$ cat config.mk
export PLATFORM = sky130hd
export DESIGN_NAME = ram_arbiter
export DESIGN_NICKNAME = d
export VERILOG_FILES = /design/src/rtl/ram_arb_pkg.sv /design/src/rtl/ram_arb_pick.sv /design/src/rtl/ram_arbiter.sv
export SDC_FILE = /design/constraint.sdc
export NUM_CORES = 1
export LEC_CHECK = 0
export BUFFER_PORTS_ARGS = -buffer_cell sky130_fd_sc_hd__buf_2
export CELL_PAD_IN_SITES_DETAIL_PLACEMENT = 1
export CELL_PAD_IN_SITES_GLOBAL_PLACEMENT = 2
export CORE_UTILIZATION = 31
export DETAILED_ROUTE_END_ITERATION = 8
export GPL_TIMING_DRIVEN = 0
export PLACE_DENSITY = 0.81
export SETUP_SLACK_MARGIN = 0.4
export SKIP_LAST_GASP = 1
export SLEW_MARGIN = 0
export SYNTH_ARGS = -nofsm -noshare
export SYNTH_HDL_FRONTEND = slang
export SYNTH_SLANG_ARGS = --single-unit
$ cat constraint.sdc
create_clock -name clock -period 2 [get_ports clock]
set_clock_uncertainty 0.2 [all_clocks]
set_input_delay 0.4 -clock clock [delete_from_list [all_inputs] [get_ports clock]]
set_output_delay 0.4 -clock clock [all_outputs]
set_load 0.1 [all_outputs]
$ cat src/rtl/ram_arb_pkg.sv
// Shared types and default widths for the data-RAM arbiter.
// Optional feature macro used by the arbiter: RAM_ARB_DBG_WRITE_EN.
package ram_arb_pkg;

    typedef enum logic [1:0] {IDLE, ISSUE, WAIT, DONE} arb_state_t;
    typedef enum logic {OWN_CPU, OWN_DBG} owner_t;

    localparam int RAM_ADDR_W = 10;
    localparam int RAM_DATA_W = 32;

endpackage

$ cat src/rtl/ram_arb_pick.sv
// Combinational two-way round-robin pick between the CPU and debug requesters.
// On a tie the requester that did not own the last completed transaction wins.
module ram_arb_pick
    import ram_arb_pkg::*;
(
    input  logic cpu_req,
    input  logic dbg_req,
    input  logic last_own,
    output logic grant,
    output logic owner
);

    always_comb begin
        grant = cpu_req | dbg_req;
        if (cpu_req && dbg_req)
            owner = (last_own == OWN_CPU) ? OWN_DBG : OWN_CPU;
        else if (dbg_req)
            owner = OWN_DBG;
        else
            owner = OWN_CPU;
    end

endmodule

$ cat src/rtl/ram_arbiter.sv
// Round-robin arbiter sharing the single-port data RAM between the MIC1 port and
// the debug port. Define RAM_ARB_DBG_WRITE_EN to let the debug port write.
module ram_arbiter
    import ram_arb_pkg::*;
#(
    parameter int ADDR_W = RAM_ADDR_W,
    parameter int DATA_W = RAM_DATA_W,
    parameter int RD_LAT = 1
) (
    input  logic              clock,
    input  logic              reset,
    input  logic              cpu_req,
    input  logic              cpu_we,
    input  logic [ADDR_W-1:0] cpu_addr,
    input  logic [DATA_W-1:0] cpu_wdata,
    output logic              cpu_ack,
    output logic [DATA_W-1:0] cpu_rdata,
    input  logic              dbg_req,
    input  logic              dbg_we,
    input  logic [ADDR_W-1:0] dbg_addr,
    input  logic [DATA_W-1:0] dbg_wdata,
    output logic              dbg_ack,
    output logic [DATA_W-1:0] dbg_rdata,
    output logic [ADDR_W-1:0] ram_addr,
    output logic [DATA_W-1:0] ram_data,
    output logic              ram_wren,
    input  logic [DATA_W-1:0] ram_q,
    output logic              busy
);

    arb_state_t        state;
    owner_t            owner, last_own;
    logic              we_l;
    logic [1:0]        cnt;
    logic [DATA_W-1:0] cpu_rdata_q, dbg_rdata_q;
    logic              pick_gnt, pick_own;
    logic              dbg_wr;
    logic [DATA_W-1:0] dbg_wdata_eff;

`ifdef RAM_ARB_DBG_WRITE_EN
    assign dbg_wr        = dbg_we;
    assign dbg_wdata_eff = dbg_wdata;
`else
    logic unused_dbg;
    assign dbg_wr        = 1'b0;
    assign dbg_wdata_eff = ram_data;
    assign unused_dbg    = ^{dbg_we, dbg_wdata};
`endif

    ram_arb_pick u_pick (
        .cpu_req  (cpu_req),
        .dbg_req  (dbg_req),
        .last_own (last_own),
        .grant    (pick_gnt),
        .owner    (pick_own)
    );

    always_ff @(posedge clock or negedge reset) begin
        if (!reset) begin
            state       <= IDLE;
            owner       <= OWN_CPU;
            last_own    <= OWN_DBG;
            we_l        <= 1'b0;
            cnt         <= '0;
            ram_addr    <= '0;
            ram_data    <= '0;
            ram_wren    <= 1'b0;
            cpu_ack     <= 1'b0;
            dbg_ack     <= 1'b0;
            cpu_rdata_q <= '0;
            dbg_rdata_q <= '0;
        end else begin
            cpu_ack  <= 1'b0;
            dbg_ack  <= 1'b0;
            ram_wren <= 1'b0;
            case (state)
                IDLE: if (pick_gnt) begin
                    owner <= owner_t'(pick_own);
                    state <= ISSUE;
                    if (pick_own == OWN_DBG) begin
                        we_l     <= dbg_wr;
                        ram_wren <= dbg_wr;
                        ram_addr <= dbg_addr;
                        ram_data <= dbg_wdata_eff;
                    end else begin
                        we_l     <= cpu_we;
                        ram_wren <= cpu_we;
                        ram_addr <= cpu_addr;
                        ram_data <= cpu_wdata;
                    end
                end
                ISSUE: if (we_l || RD_LAT == 1) begin
                    state   <= DONE;
                    cpu_ack <= (owner == OWN_CPU);
                    dbg_ack <= (owner == OWN_DBG);
                end else begin
                    cnt   <= 2'(RD_LAT - 1);
                    state <= WAIT;
                end
                WAIT: begin
                    cnt <= cnt - 2'd1;
                    if (cnt == 2'd1) begin
                        state   <= DONE;
                        cpu_ack <= (owner == OWN_CPU);
                        dbg_ack <= (owner == OWN_DBG);
                    end
                end
                DONE: begin
                    last_own <= owner;
                    state    <= IDLE;
                    if (!we_l) begin
                        if (owner == OWN_CPU) cpu_rdata_q <= ram_q;
                        else                  dbg_rdata_q <= ram_q;
                    end
                end
                default: state <= IDLE;
            endcase
        end
    end

    // Read data passes straight through during the ack cycle, then the register holds it.
    assign cpu_rdata = (cpu_ack && !we_l) ? ram_q : cpu_rdata_q;
    assign dbg_rdata = (dbg_ack && !we_l) ? ram_q : dbg_rdata_q;
    assign busy      = (state != IDLE);

endmodule
==> run_results.csv, run 1 <==
group,metric,value,unit
timing,fin_ws,-434,ps
layout,fin_area,10900,um^2
global_route,grtUsageTotal,22.9,%
placement,placed_cell_area,6970,um^2
yosys,ys_types,28,
floorplan,die_area,17700,um^2
layout,area_growth,105,%
worst_hold_path,worstHoldPathType,"input pin to flip-flop",
worst_setup_path,worstPathRequired,1400,ps
worst_setup_path,crit_type,"flip-flop to output pin",
placement,dp_hpwl,10.2,mm
yosys,avgSynthCellArea,15.2,um^2
worst_hold_path,hold_path_depth,2,
global_route,overflow,0,
timing,slew_violations,0,
drt,drt-initial-drc-count,79,
yosys,yosys_register_bits,116,
clock_tree,clock_latency,410,ps
yosys,synth_warnings,0,
job,maxCapViolCount,0,
drt,avgViaCountPerCell,4.83,
timing,max_slew.worst_pin.slew,514,ps
floorplan,core_area,16700,um^2
drt,wirelength,21.5,mm
layout,multi_input_area,2920,um^2
floorplan,initial_utilization,31.9,%
floorplan,ios,232,
status,violations,"negative setup slack",
timing,slew_headroom,65.7,%
worst_setup_path,path_max_fanout,10,
layout,final_core_util,65.2,%
worst_setup_path,r2r_start,"state[1]",
drt,firstDrtPassIters,4,
yosys,syn_area,5320,um^2
clock_tree,clk_pin_slew,60,ps
yosys,synth_top_area_share,54.1,%
placement,pre_cts_slack,-189,ps
layout,drive_gt1_share,77.8,%
global_route,antenna_found_initial,1,
global_route,grt_pass1_wl,30.1,mm
drt,drc,0,
floorplan,rows,47,
clock_tree,cts-htree-levels,4,
timing,hold_ws,18.3,ps
layout,fin_nets,783,
layout,nFillCells,1450,
timing,setup_violations,64,
yosys,yosysSeqAreaShare,54.6,%
floorplan,die_x,133,um
timing,hold_violations,0,
worst_setup_path,cp-end-kind,"output pin",
timing,finalCriticalPeriod,2430,ps
timing,rsz0062_at_grt,"yes",
drt,ant_nets,0,
floorplan,die_y,133,um
placement,gp_congestion,0.712,
status,status,"finished, violations left",
yosys,synth_area_leaders,"dfrtp_1 (54%), mux2_2 (31%), mux2_1 (3.2%)",
layout,seq_area,2910,um^2
worst_hold_path,min-delay-start,"cpu_wdata[25]",
clock_tree,cts_made_buffers,17,
worst_setup_path,r2r_slack,10,ps
worst_hold_path,whs_endpoint,"ram_data[25]",
worst_setup_path,rr_endpoint,"cpu_rdata_q[27]",
timing,fin_crit_sh,122,%
drt,vias,4291,
placement,numPortBuffers,198,
yosys,synth_top_area_cell,"dfrtp_1",
layout,diodes,0,
drt,post_drt_wl_per_cell,24.2,um
worst_setup_path,worstRegToRegCells,8,
global_route,first_global_vias,4997,
worst_setup_path,startpoint_type,"flip-flop",
worst_setup_path,worst_ep_arrival_time,1830,ps
global_route,grt_max_degree,94,
clock_tree,cts_tree,"done",
clock_tree,cts.sinks,116,
clock_tree,clock-root-buffer,"clkbuf_16",
yosys,syn-num-nets,479,
timing,fmax,411,MHz
yosys,synthCells,351,
clock_tree,cts_max_path_buffers,2,
worst max-delay path, stage by stage, from the launching register on:
cell	delay [ps]
dfrtp_4	490
nand2b_4	90
clkbuf_16	170
buf_12	160
mux2_4	340
buf_12	170
Yosys cell counts:
cell	count
dfrtp_1	115
buf_6	9
dfstp_2	1
nand2b_1	2
nor3b_1	1
o21ai_0	2
and3b_1	1
mux2i_1	1
a21oi_4	1
clkbuf_1	1
a21oi_1	2
nand2_1	4
o21ai_1	1
buf_2	2
mux2_2	146
a22o_1	1
xor2_1	1
a221o_1	10
nand3b_4	1
clkbuf_2	2
ha_1	6
inv_1	6
o32a_1	1
nor3b_4	1
mux2_1	15
a21o_1	1
and2_1	11
buf_4	6
worst max-delay path by stage:
stage | startpoint | end
finish | dbg_ack | dbg_rdata[19]
global route | we_l | dbg_rdata[25]
CTS | dbg_ack | dbg_rdata[26]
detailed placement | we_l | dbg_rdata[5]
global placement | reset | dbg_ack
floorplan | state[1] | state[1]
placed cells by master (no fill, tap or decap), types with 2 or more instances in the layout:
| cell | n |
|---|---|
| a221o_1 | 10 |
| a21oi_4 | 2 |
| inv_2 | 3 |
| buf_6 | 32 |
| clkinv_4 | 4 |
| nand2_1 | 2 |
| nand2b_4 | 2 |
| ha_4 | 3 |
| buf_2 | 87 |
| inv_1 | 2 |
| buf_8 | 12 |
| clkinv_2 | 4 |
| buf_16 | 13 |
| mux2_4 | 161 |
| and2_1 | 10 |
| dfrtp_1 | 111 |
| buf_12 | 124 |
| clkinvlp_4 | 2 |
| buf_4 | 34 |
| bufinv_16 | 4 |
| dfrtp_4 | 2 |
| clkbuf_16 | 19 |
| dfrtp_2 | 2 |
| ha_1 | 3 |
kinds of logic after synthesis:
| family | count (synthesis) | share of synthesized area [%] |
|---|---|---|
| AOI/OAI and AO/OA | 19 | 3.15 |
| buffers and inverters | 26 | 3.62 |
| adders and majority gates | 6 | 1.41 |
| and+or+nand+nor | 21 | 2.84 |
| xor gates and xnor gates | 1 | 0.165 |
| DFF | 116 | 54.6 |
| muxes | 162 | 34.3 |
through the flow:
stage               TNS (ps)  std cells
floorplan              -4900        351
detailed placement    -12880        770
global placement     -135290        769
global route          -29070        888
finish                -25950        888
CTS                   -26290        860
metal layers:
layer,vias up,share of wire (%),global-route usage (%)
li1,1881,-,-
met1,2218,38,24.4
met2,165,54,42.1
met3,25,6.3,7.59
met4,2,1.6,7.15
met5,-,0.060,0
registers in the layout, summed over array words and instances (netlist names):
name         cells
cnt              2
cpu_ack          1
cpu_rdata_q     32
dbg_ack          1
dbg_rdata_q     32
last_own         1
owner            1
ram_addr        10
ram_data        32
ram_wren         1
state            2
we_l             1
what timing repair did:
| item | 4_1_cts | 5_1_grt |
|---|---|---|
| buffers inserted | 43 | 27 |
| hold endpoints to repair | 23 | 0 |
| resized for setup | 536 | 95 |
| cloned | 14 | 1 |
| hold buffers | 1 | 0 |
| pin swaps | 13 | 4 |
| setup endpoints to repair | 217 | 225 |
layout make-up:
class,count,share of cell area (%)
Inverter,6,0.241
Buffer,20,3.22
Sequential cell,116,26.8
Multi-Input combinational cell,209,26.8
Tap cell,220,2.53
Clock buffer,19,4.07
Clock inverter,13,1.68
Timing Repair Buffer,285,34.7
Power of run 1 is not shown: default switching activity piles up to over one toggle a cycle in this logic, so the estimate is an artifact.
==> run 2, diff against run 1 <==
--- a/config.mk
+++ b/config.mk
@@ -8,6 +8,7 @@
 export BUFFER_PORTS_ARGS = -buffer_cell sky130_fd_sc_hd__buf_2
 export CELL_PAD_IN_SITES_DETAIL_PLACEMENT = 1
 export CELL_PAD_IN_SITES_GLOBAL_PLACEMENT = 2
+export CORE_ASPECT_RATIO = 1.2
 export CORE_UTILIZATION = 31
 export DETAILED_ROUTE_END_ITERATION = 8
 export GPL_TIMING_DRIVEN = 0
==> run_results.csv, run 2 (synthesis results as in run 1) <==
group,metric,value,unit
status,status,"finished, violations left",
status,violations,"negative setup slack",
worst_setup_path,max_stage_delay,420,ps
floorplan,die_x,122,um
worst_setup_path,cp_slowest_cell,"dfrtp_2",
drt,ant_nets,0,
drt,firstDrtPassIters,6,
timing,fin_ws,-434,ps
floorplan,die_area,17700,um^2
layout,layout_common_cells,"mux2_4 (161), buf_12 (115), dfrtp_1 (109)",
timing,finalCriticalPeriod,2430,ps
timing,rsz0062_at_grt,"yes",
timing,slew_violations,0,
timing,fin_crit_sh,122,%
layout,top_regs,"cpu_rdata_q (32), dbg_rdata_q (32), ram_data (32)",
layout,mostFrequentLayoutCell,"mux2_4",
layout,final_core_util,64.5,%
job,maxCapViolCount,0,
clock_tree,clock-root-buffer,"clkbuf_16",
drt,avgViaCountPerCell,4.77,
worst_setup_path,path_max_fanout,7,
global_route,antenna_found_initial,1,
floorplan,core_area,16900,um^2
worst_setup_path,crit_path_frequent_cell,"clkbuf_16",
placement,dp_hpwl,9.80,mm
clock_tree,cts_tree,"done",
layout,fin_cells,890,
floorplan,ios,232,
worst_setup_path,path_cells,"nand2b_4 > clkbuf_16 > clkbuf_16 > mux2_4 > buf_12",
placement,numPortBuffers,198,
clock_tree,clk_pin_slew,60,ps
timing,max_slew.worst_pin.slew,487,ps
timing,setup_violations,64,
worst_setup_path,crit_type,"flip-flop to output pin",
drt,vias,4244,
clock_tree,clock_latency,410,ps
drt,drt-initial-drc-count,153,
floorplan,die_y,146,um
layout,fin_area,10900,um^2
global_route,use_met3,5.80,%
global_route,grt_pass1_wl,28.8,mm
timing,hold_violations,0,
global_route,grt_most_used_layer,"met2",
clock_tree,cts_made_buffers,17,
drt,post_drt_wl_per_cell,21.7,um
worst_hold_path,worstHoldPathType,"input pin to flip-flop",
global_route,overflow,0,
worst_setup_path,startpoint_type,"flip-flop",
layout,fin_nets,789,
drt,wirelength,19.3,mm
placement,place_inst,766,
global_route,first_global_vias,5017,
global_route,gr-usage-met2,40.8,%
floorplan,rows,52,
clock_tree,cts.sinks,116,
global_route,grt_max_degree,93,
worst_setup_path,worst_ep_arrival_time,1830,ps
worst_setup_path,cp-end-kind,"output pin",
layout,drive_gt1_share,74.9,%
layout,area_growth,104,%
placement,gp_congestion,0.702,
clock_tree,cts-htree-levels,4,
global_route,use_met1,23.6,%
layout,diodes,0,
worst_setup_path,worstPathRequired,1400,ps
timing,slew_headroom,67.6,%
global_route,grtUsageTotal,21.9,%
placement,placed_cell_area,6970,um^2
timing,fmax,411,MHz
floorplan,initial_utilization,31.6,%
drt,drc,0,
clock_tree,cts_max_path_buffers,2,
[run 2: cell types whose count changed in the layout (fill, tap and decap cells not counted), moves of 2 or more]
cell | previous run | this run
clkinv_4 | 4 | 2
buf_12 | 124 | 115
clkinvlp_4 | 2 | 5
dfrtp_2 | 2 | 4
clkbuf_16 | 19 | 22
dfrtp_1 | 111 | 109
dlygate4sd3_1 | 1 | 21
buf_6 | 32 | 14
bufinv_16 | 4 | 2
clkinv_2 | 4 | 6
buf_8 | 12 | 19
[run 2: what timing repair did]
action	CTS	global route
hold buffers	20	1
endpoints found under the hold margin	43	1
setup endpoints to repair	218	223
resized for setup	492	96
cloned	13	4
pin swaps	12	4
setup buffers	38	16
[run 2: per-stage QoR]
stage	worst slack, ps	hold slack [ps]	setup TNS, ps
final	-434	16.9	-25450
after floorplan	-170	-95.6	-4900
after detailed placement	-202	81.4	-15120
after CTS	-447	0.152	-26450
after global routing	-477	0.578	-28610
after global placement	-1450	258	-135320
[run 2: final timing paths]
path,from,endpoint,slack (ps),cells past startpoint
setup / recovery,we_l,cpu_rdata[4],-430,5
hold reg to reg,cnt[0],cnt[0],300,1
max in group asynchronous,reset,we_l,590,3
setup reg to reg,state[0],dbg_rdata_q[6],60,8
min in group asynchronous,reset,dbg_rdata_q[25],230,2
hold / removal,cpu_wdata[24],ram_data[24],20,2
[run 2: layer usage]
| layer | routed length (um) | share of wire [%] | vias to the layer above |
|---|---|---|---|
| li1 | - | - | 1896 |
| met1 | 7160 | 37 | 2171 |
| met2 | 11000 | 57 | 155 |
| met3 | 855 | 4.4 | 22 |
| met4 | 322 | 1.7 | 0 |
| met5 | 0 | 0 | - |
[run 2: final cells by class]
class                   count  area, um^2
fillers                  1444        5990
repair buffers            291        3820
flip-flops and latches    116        2920
multi-input cells         209        2900
clock buffers              18         439
plain buffers              20         352
well taps                 216         270
clock inverters            14         138
inverters                   6        26.3
[run 2: critical path: cells and delay by family (launching register included)]
kind	cells	cell delay, ps
AND/OR/NAND/NOR	1	150
buffers and inverters	3	520
flip-flops	1	420
multiplexers	1	320
Power of run 2 is left out for the same reason.
==> run 3, diff against run 2 <==
--- a/config.mk
+++ b/config.mk
@@ -5,14 +5,15 @@
 export SDC_FILE = /design/constraint.sdc
 export NUM_CORES = 1
 export LEC_CHECK = 0
+export ABC_AREA = 1
 export BUFFER_PORTS_ARGS = -buffer_cell sky130_fd_sc_hd__buf_2
 export CELL_PAD_IN_SITES_DETAIL_PLACEMENT = 1
 export CELL_PAD_IN_SITES_GLOBAL_PLACEMENT = 2
 export CORE_ASPECT_RATIO = 1.2
-export CORE_UTILIZATION = 31
+export CORE_UTILIZATION = 26
 export DETAILED_ROUTE_END_ITERATION = 8
 export GPL_TIMING_DRIVEN = 0
-export PLACE_DENSITY = 0.81
+export PLACE_DENSITY = 0.8
 export SETUP_SLACK_MARGIN = 0.4
 export SKIP_LAST_GASP = 1
 export SLEW_MARGIN = 0
==> run_results.csv, run 3 <==
group,metric,value,unit
global_route,grt_max_degree,63,
layout,drive_gt1_share,51.7,%
global_route,overflow,0,
worst_setup_path,path_max_fanout,10,
timing,rsz0062_at_grt,"yes",
timing,setup_violations,64,
yosys,synthCells,626,
drt,ant_nets,0,
status,violations,"negative setup slack",
timing,finalCriticalPeriod,2300,ps
yosys,yosysSeqAreaShare,55.8,%
yosys,synth_area_leaders,"dfrtp_1 (55%), nand2_1 (15%), o21ai_0 (13%)",
placement,dp_hpwl,12.5,mm
floorplan,ios,232,
yosys,synth_fa_ha_area_share,1.44,%
clock_tree,cts.sinks,116,
layout,area_growth,111,%
timing,fin_ws,-298,ps
clock_tree,clock_latency,420,ps
drt,avgViaCountPerCell,4.79,
global_route,grt_pass1_wl,31.6,mm
worst_setup_path,path_cells,"inv_4 > nand2_8 > clkbuf_16 > o21ai_2 > buf_12",
clock_tree,cts_tree,"done",
global_route,antenna_found_initial,0,
timing,hold_ws,16.7,ps
timing,fmax,435,MHz
timing,finalSetupTns,-16270,ps
timing,hold_violations,0,
yosys,synth.area.mux_share,0,%
worst_setup_path,crit_type,"flip-flop to output pin",
timing,max_slew.worst_pin.slew,568,ps
layout,layout_common_cells,"nand2_1 (180), buf_12 (111), dfrtp_1 (102)",
global_route,first_global_vias,5832,
layout,nFillCells,2027,
worst_setup_path,worstPathRequired,1400,ps
worst_hold_path,hold_path_depth,3,
global_route,grtUsageTotal,19.7,%
drt,post_drt_wl_per_cell,19.4,um
clock_tree,clk_pin_slew,60,ps
placement,numPortBuffers,198,
layout,mostFrequentLayoutCell,"nand2_1",
clock_tree,cts_max_path_buffers,2,
timing,fin_crit_sh,115,%
yosys,syn-num-nets,754,
floorplan,die_y,157,um
worst_setup_path,worstRegToRegCells,11,
layout,multi_input_area,3030,um^2
yosys,async_flop_share,100,%
floorplan,rows,56,
yosys,synth_xor_xnor_area_share,0.168,%
worst_setup_path,startpoint_type,"flip-flop",
yosys,avgSynthCellArea,8.31,um^2
worst_setup_path,max_stage_delay,410,ps
yosys,syn_area,5200,um^2
job,maxCapViolCount,0,
yosys,ys_types,21,
floorplan,die_x,131,um
yosys,synth_top_area_share,55.3,%
clock_tree,clock-root-buffer,"clkbuf_16",
floorplan,core_area,19500,um^2
yosys,synth_compound_area_share,13.0,%
yosys,synth_top_family_by_area,"simple AND/OR/NAND/NOR gates",
yosys,synth.most_common_cell,"nand2_1",
floorplan,initial_utilization,26.6,%
yosys,synth-simple-area-share,23.2,%
placement,gp_congestion,0.739,
drt,firstDrtPassIters,5,
placement,place_inst,1086,
yosys,synth_ff_type,"dfrtp_1",
worst_setup_path,cp-end-kind,"output pin",
floorplan,die_area,20600,um^2
yosys,synth_edf_count,0,
yosys,synth_top_area_cell,"dfrtp_1",
drt,wirelength,23.2,mm
drt,vias,5725,
status,status,"finished, violations left",
yosys,synth_common_cells,"nand2_1 (214), o21ai_0 (132), dfrtp_1 (115)",
layout,seq_area,2930,um^2
layout,fin_nets,1050,
yosys,synth_warnings,0,
drt,drc,0,
worst_setup_path,worst_ep_arrival_time,1700,ps
layout,top_regs,"cpu_rdata_q (32), dbg_rdata_q (32), ram_data (32)",
worst_hold_path,worstHoldPathType,"input pin to flip-flop",
clock_tree,cts-htree-levels,4,
yosys,yosys_register_bits,116,
layout,fin_cells,1196,
timing,slew_headroom,62.1,%
drt,drt-initial-drc-count,200,
worst_setup_path,cp_slowest_cell,"dfrtp_1",
clock_tree,cts_made_buffers,17,
timing,slew_violations,0,
## run 3: final cells by class
type | instances | share of cell area, %
Inverter | 40 | 1.43
Antenna cell | 1 | 0.0227
Buffer | 39 | 4.71
Clock inverter | 5 | 0.227
Multi-Input combinational cell | 433 | 27.5
Sequential cell | 116 | 26.6
Clock buffer | 26 | 4.54
Timing Repair Buffer | 275 | 32.0
Tap cell | 261 | 2.97
## run 3: timing repair
item,CTS,global route
hold buffers,13,0
endpoints found under the hold margin,65,0
pin swaps,2,26
setup buffers,10,40
gates resized for setup,582,281
endpoints found under the setup margin,218,214
gates cloned,0,15
## run 3: kinds of logic (layout without fill, tap and decap cells)
group / Yosys count / after routing
XOR/XNOR: 1 / 1
other: 0 / 1
AND/OR/NAND/NOR: 289 / 291
AO/OA/AOI/OAI: 135 / 135
buffers and inverters: 79 / 385
adder cells (fa/ha/maj): 6 / 6
flip-flops: 116 / 116
## run 3: through the flow
stage                     worst slack, ps  area [um^2]  utilization (%)
after floorplan                     -1640         5280                -
after global placement              -1720         6600             33.8
after detailed placement             -407         6640             33.9
after CTS                            -303         9460             48.4
after global routing                 -371        11000             56.3
final                                -298        11000             56.3
## run 3: worst paths after layout
path	end	slack (ps)	start
worst max register to register	ram_data[20]	110	state[1]
worst min register to register	cnt[0]	270	cnt[0]
worst max-delay path	dbg_rdata[14]	-300	we_l
worst min-delay path	ram_addr[5]	20	cpu_addr[5]
min in group asynchronous	dbg_rdata_q[5]	340	reset
max in group asynchronous	ram_data[14]	500	reset
## run 3: metal layers
| layer | GRT usage, % | share of wire [%] |
|---|---|---|
| met5 | 0 | 0 |
| met4 | 8.35 | 2.1 |
| met3 | 7.05 | 6.6 |
| met2 | 34.1 | 54 |
| met1 | 21.9 | 37 |
## run 3: critical path: cells and delay by family, from the launching register on
kind,cells,cell delay (ps)
AO/OA/AOI/OAI,1,180
buffers and inverters,3,550
flip-flops,1,410
AND/OR/NAND/NOR,1,120
Power of run 3 is left out for the same reason.
